### src/rtl/tlv_dac_sched.sv
// Two-channel sample scheduler feeding a serial DAC writer, with round-robin arbitration and a writer timeout.
// Build option: define DAC_REF_INIT_EN to send a REF_WORD reference-setup frame after every rst.
module tlv_dac_sched #(
    parameter int          TIMEOUT  = 4095,
    parameter logic [15:0] REF_WORD = 16'hD002
) (
    input  logic        clk_50,
    input  logic        rst,
    input  logic        a_valid,
    input  logic [11:0] a_data,
    output logic        a_ready,
    input  logic        b_valid,
    input  logic [11:0] b_data,
    output logic        b_ready,
    output logic [15:0] wr_word,
    output logic        wr_start,
    input  logic        wr_busy,
    output logic        busy,
    output logic        last_ch,
    output logic        timeout_err
);

    localparam int CW = $clog2(TIMEOUT + 1);
    localparam logic [CW-1:0] CNT_MAX  = CW'(TIMEOUT);
    localparam logic [CW-1:0] CNT_LAST = CW'(TIMEOUT - 1);

`ifdef DAC_REF_INIT_EN
    typedef enum logic [2:0] {
        INIT      = 3'd0,
        ARB       = 3'd1,
        ISSUE     = 3'd2,
        WAIT_ACK  = 3'd3,
        WAIT_DONE = 3'd4
    } state_t;
    localparam state_t RESET_STATE = INIT;
`else
    typedef enum logic [2:0] {
        ARB       = 3'd1,
        ISSUE     = 3'd2,
        WAIT_ACK  = 3'd3,
        WAIT_DONE = 3'd4
    } state_t;
    localparam state_t RESET_STATE = ARB;
    logic [15:0] unused_ref_word_s;
    assign unused_ref_word_s = REF_WORD;
`endif

    state_t        state_r;
    logic [CW-1:0] cnt_r;
    logic [15:0]   wr_word_r;
    logic          wr_start_r;
    logic          last_ch_r;
    logic          timeout_err_r;
    logic          grant_a_s;
    logic          grant_b_s;

    // Counter saturates at TIMEOUT so a stuck writer can never wrap it.
    function automatic logic [CW-1:0] sat_inc(input logic [CW-1:0] v);
        if (v == CNT_MAX) begin
            return v;
        end else begin
            return v + CW'(1);
        end
    endfunction

    // Round-robin grant: a lone valid channel wins, a tie goes to the channel not served last.
    always_comb begin
        grant_a_s = 1'b0;
        grant_b_s = 1'b0;
        if (state_r == ARB && !wr_busy) begin
            if (a_valid && b_valid) begin
                if (last_ch_r) begin
                    grant_b_s = 1'b1;
                end else begin
                    grant_a_s = 1'b1;
                end
            end else begin
                grant_a_s = a_valid;
                grant_b_s = b_valid;
            end
        end else begin
            grant_a_s = 1'b0;
            grant_b_s = 1'b0;
        end
    end

    assign a_ready     = grant_a_s;
    assign b_ready     = grant_b_s;
    assign wr_word     = wr_word_r;
    assign wr_start    = wr_start_r;
    assign busy        = (state_r != ARB);
    assign last_ch     = last_ch_r;
    assign timeout_err = timeout_err_r;

    // Scheduler FSM; cnt_r counts cycles since the wr_start pulse was raised.
    always_ff @(posedge clk_50) begin
        if (rst) begin
            state_r       <= RESET_STATE;
            cnt_r         <= '0;
            wr_word_r     <= 16'h0000;
            wr_start_r    <= 1'b0;
            last_ch_r     <= 1'b0;
            timeout_err_r <= 1'b0;
        end else begin
            wr_start_r <= 1'b0;
            case (state_r)
`ifdef DAC_REF_INIT_EN
                INIT: begin
                    wr_word_r  <= REF_WORD;
                    wr_start_r <= 1'b1;
                    cnt_r      <= '0;
                    state_r    <= ISSUE;
                end
`endif
                ARB: begin
                    if (grant_a_s) begin
                        wr_word_r  <= {4'hC, a_data};
                        last_ch_r  <= 1'b1;
                        wr_start_r <= 1'b1;
                        cnt_r      <= '0;
                        state_r    <= ISSUE;
                    end else if (grant_b_s) begin
                        wr_word_r  <= {4'h4, b_data};
                        last_ch_r  <= 1'b0;
                        wr_start_r <= 1'b1;
                        cnt_r      <= '0;
                        state_r    <= ISSUE;
                    end else begin
                        state_r <= ARB;
                    end
                end
                ISSUE: begin
                    cnt_r   <= sat_inc(cnt_r);
                    state_r <= WAIT_ACK;
                end
                WAIT_ACK: begin
                    if (wr_busy) begin
                        state_r <= WAIT_DONE;
                    end else if (cnt_r >= CNT_LAST) begin
                        // Writer never accepted: drop the frame and keep the error sticky.
                        cnt_r         <= sat_inc(cnt_r);
                        timeout_err_r <= 1'b1;
                        state_r       <= ARB;
                    end else begin
                        cnt_r <= sat_inc(cnt_r);
                    end
                end
                WAIT_DONE: begin
                    if (!wr_busy) begin
                        state_r <= ARB;
                    end else begin
                        state_r <= WAIT_DONE;
                    end
                end
                default: begin
                    state_r <= RESET_STATE;
                end
            endcase
        end
    end

endmodule

### config.mk
export PLATFORM = sky130hd
export DESIGN_NAME = tlv_dac_sched
export DESIGN_NICKNAME = d
export VERILOG_FILES = /design/src/rtl/tlv_dac_sched.sv
export SDC_FILE = /design/constraint.sdc
export NUM_CORES = 1
export LEC_CHECK = 0
export CAP_MARGIN = 10
export CORE_UTILIZATION = 40
export DETAILED_ROUTE_END_ITERATION = 10
export PLACE_DENSITY = 0.75
export RECOVER_POWER = 100
export SETUP_SLACK_MARGIN = 0.05
export SLEW_MARGIN = 10
export SYNTH_ARGS = -nofsm -noshare
export SYNTH_HDL_FRONTEND = slang
export SYNTH_SLANG_ARGS = --single-unit
### constraint.sdc
create_clock -name clk_50 -period 5.1 [get_ports clk_50]
set_input_delay 1.275 -clock clk_50 [delete_from_list [all_inputs] [get_ports clk_50]]
set_output_delay 1.275 -clock clk_50 [all_outputs]
set_load 0.03 [all_outputs]
* Word-level counts from Yosys, hierarchy flattened
Cells that the tools add are included.
Operators by class: add/subtract/negate cells 1, multiply operators 0, div/mod/pow operators 0, $lt $le $gt $ge 1, equality and inequality tests 9, shift-type cells 0, muxes and demuxes 23, bitwise logic cells 2, reduce and logical (&&, ||, !) cells 9
Operator list (count):
- 2-to-1 mux 12 bit | 4
- one-hot mux 12 bit (3 select lines) | 1
- 2-to-1 mux 16 bit | 2
- adder 12 x 1 -> 12 bit (second input constant) | 1
- == test 12 bit (second input constant) | 1
- greater-or-equal comparator 12 bit (second input constant) | 1
- one-hot mux 3 bit (4 select lines) | 1
- 2-to-1 mux 1 bit | 10
- 2-to-1 mux 3 bit | 3
- == test 3 x 2 -> 1 bit (second input constant) | 2
- != test 3 bit (second input constant) | 2
- AND reduction 3 bit | 2
- 2-to-1 mux 2 bit | 2
- == test 3 x 1 -> 1 bit (second input constant) | 1
- == test 3 bit (second input constant) | 1
- != test 3 x 1 -> 1 bit (second input constant) | 1
- nonzero test 3 bit | 1
- logical AND 1 bit | 2
- != test 2 bit (second input constant) | 1
- NOT 1 bit | 2
- AND reduction 2 bit | 1
- nonzero test 2 bit | 1
- OR reduction 2 bit | 1
- zero test 1 bit | 1
Storage, ports and cells: register bits after elaboration 34, latch bits 0, RAM bits 0, bits in read-only memories 0, input bits 29, output and inout port bits 22, logic and storage cells 51, memories kept 0

* Longest topological paths before layout
depth after elaboration 6, depth in mapped cells 6, mapped depth without buffers 6

* Worst setup path before layout
Ideal clock, no wire load.
path kind input to output, start input port wr_busy, end output port a_ready, arrival 2.474 ns, path slack 1.351 ns, stages 5, cells stage by stage clkbuf_1 -> nor4b_2 -> nand3_1 -> buf_2 -> inv_1
On the way: longest elaborated chain between the ends 3
RTL lines:
- from (decl) | line 17 | input logic wr_busy,
- zero test 1 bit
- logical AND 1 bit | line 70 | if (state_r == ARB && !wr_busy) begin
- 2-to-1 mux 1 bit | line 70
- to (decl) | line 11 | output logic a_ready,
Every way passes these cells.

* Worst setup path after layout
start input port wr_busy, end output port b_ready
On the way: longest elaborated chain between the ends 3
RTL lines:
- zero test 1 bit
- logical AND 1 bit | line 70
- 2-to-1 mux 1 bit | line 70
- to (decl) | line 14 | output logic b_ready,
Every way passes these cells.

==> summary.md <==
| Metric | Value |
|---|---|
| Initial Util | 42.7% |
| Slew headroom | roughly 7.4% |
| # H-tree levels | 2 |
| Critical Path AT | 3.37 ns |
| Post-Syn Instances | between 150 and 200 |
| Post-synth ARST share | 0% |
| Setup TNS | 0 ns |
| Netlist cell types | 37 |
| Post_cts resized | 0 |
| CP Launch Point | wr_busy |
| TritonCTS buffer count | 5 |
| Most frequent cell after synthesis | dfxtp_1 |
| Min Clock Period, post-route | 4.65 ns |
| Max-cap violations | 0 |
| Worst Hold Class | reg -> reg |
| Core box area | 3740 um2 |
| Clock skew | 0.00321 ns |
| Unrepaired setup endpoints after global routing | false |
| Yosys warnings | 0 |
| First-pass DRT Iterations | 4 |
| Max Slew Vio Count | 0 |
| Num rows | 22 |
| Share of the synthesized area in the top cell type | 38.8% |
| Die area | 4260 um2 |
| HP Start | wr_word[14]$_SDFFE_PP0P_ |
| Detail Route Antenna Nets | 0 |
| Yosys reg bits | 31 |
| Layout cells sized above 1 | 4.72% |
| Die height | 65.3 um |
| Commonest cells post-synth | dfxtp_1, nor2_1, a211oi_1 |
| Sink Count | 31 |
| Total Routing Usage GR | 19.0% |
| Layout area overhead | 37.7% |
| Postcts setup bufs | 0 |
| Ant. Diodes | 0 |
| Crit path kind | in -> out |
| Largest net degree at the start of global routing | 31 |
| Initial antenna violation count | 0 |
| DPL Wire Length | approximately 2600 um |
| Grt ovf | 0 |
| Final hold slack | 0.473 ns |
| # IOs | 51 |
| Post-synthesis sequential area ratio | 38.8% |
| Post-CTS Hold Fix Bufs | 0 |
| Max VDD drop | between 150 and 200 uV |
| Post-layout net count | between 200 and 300 |
| Synth area leaders | dfxtp_1, mux2i_1, a211oi_1 |
| Worst-path clk slew | 0.07 ns |
| Mapped cell area | 1600 um2 |
| TritonCTS clock tree | done |
| First-pass GRT wire length | slightly above 6000 um |
| Synth Flop Type | dfxtp_1 |
| IO Port Bufs | 48 |
| Leading area contributor after synthesis | dfxtp_1 |
| Tcrit/Tclk final | 91.1% |
| Vias | 1554 |
| Worst setup SP type | primary input |
| Post-route DRC | 0 |
| Crit end category | primary output |
| Fin. Hold Viols | 0 |
| Status | finished, final reports clean |
| Largest fanout on the critical path | 8 |
| Reg2reg start | cnt_r[7]$_SDFFE_PP0P_ |
| DR iter-0 viols | 182 |
| Max Clk Rate | 215 MHz |
| Gpl congestion | 0.832 |
| Number of synthesized flops with an enable pin | 0 |
| Tightest Pin Transition | 1.39 ns |
| Die X | 65.3 um |
| Syn Area/Cell | 8.56 um2 |
| Clock Latency Late Sink | between 0.2 and 0.3 ns |
| Routed WL | 3680 um |
| Avg WL per Cell | 13.1 um |
| Clock root buffer | clkbuf_8 |
| Pleak | 0.000890 uW |
| Number of global-route vias before repair | 1379 |
| Deepest clock path buffer count | 2 |
| PD cells | roughly 300 nW/um2 |
| Setup Viol. Count Final | 0 |
| Vias per cell | 5.53 |
| CP required | 3.83 ns |
==> per-stage QoR <==
stage               utilization (%)  setup slack [ns]  cells  power (uW)  area [um2]
finish                         58.9             0.453    281         659        2200
global route                   58.9             0.345    281         691        2200
CTS                            59.1             0.731    281         673        2210
detailed placement             56.0             0.735    273         424        2100
global placement               56.0             0.734    273         423        2100
floorplan                         -              1.35    188         362        1600
==> critical path, cell delays in order <==
cell and delay [ns]:
dlygate4sd3_1 0.64, nor4b_1 0.49, and3_1 0.23, dlygate4sd3_1 0.73
==> final timing paths <==
kind	endpoint	cells past startpoint	slack, ns
worst max-delay path	b_ready	4	0.45
worst min-delay path	wr_word[14]$_SDFFE_PP0P_	2	0.47
worst max register to register	cnt_r[5]$_SDFFE_PP0P_	4	3.01
worst min register to register	wr_word[14]$_SDFFE_PP0P_	2	0.47
==> sequential cells by signal, indices dropped and copies added, names as in the netlist <==
name / flops
last_ch: 1
state_r: 3
cnt_r: 12
timeout_err: 1
wr_word: 13
wr_start: 1
==> layer usage <==
metal	routed length, um	GRT usage [%]
met3	362	7.81
met4	36	10.3
met5	0	0
met1	1670	23.2
met2	1610	28.0
==> where the power goes <==
group / internal, uW / total (uW) / switching [uW]
clock network: 158 / 248 / 89.9
logic: 62.5 / 146 / 83.1
registers: 257 / 266 / 8.97
==> logic make-up after synthesis <==
group / count (synthesis) / synth area share [%]
buffers and inverters: 21 / 5.86
multiplexers: 12 / 7.51
adder cells (fa/ha/maj): 2 / 1.56
AND/OR/NAND/NOR: 67 / 22.6
other: 1 / 0.234
flip-flops: 31 / 38.8
AO/OA/AOI/OAI: 53 / 23.5
==> layout by cell type (no fill, tap or decap), drive strengths merged, types with 3 or more instances in the layout <==
| cell | Yosys | layout |
|---|---|---|
| nand2 | 10 | 10 |
| o21ai | 8 | 8 |
| a41oi | 3 | 3 |
| clkdlybuf4s50 | 0 | 27 |
| and4 | 4 | 4 |
| nor2 | 21 | 21 |
| inv | 8 | 8 |
| nand2b | 6 | 6 |
| a31oi | 5 | 5 |
| and3 | 6 | 6 |
| a311oi | 4 | 4 |
| a21oi | 7 | 7 |
| o311ai | 3 | 3 |
| dfxtp | 31 | 31 |
| nand3 | 4 | 4 |
| dlygate4sd3 | 0 | 21 |
| o41ai | 3 | 3 |
| nand4 | 4 | 4 |
| clkbuf | 6 | 7 |
| nor3 | 3 | 3 |
| mux2i | 12 | 12 |
| a211oi | 14 | 14 |
==> layout make-up <==
| type | count | area, um2 |
|---|---|---|
| Timing Repair Buffer | 50 | 492 |
| Fill cell | 357 | 1540 |
| Clock buffer | 6 | 82.6 |
| Sequential cell | 31 | 621 |
| Clock inverter | 2 | 35.0 |
| Multi-Input combinational cell | 136 | 883 |
| Inverter | 8 | 30.0 |
| Tap cell | 48 | 60.1 |
Note: power is estimated with default switching activity, not from simulation.
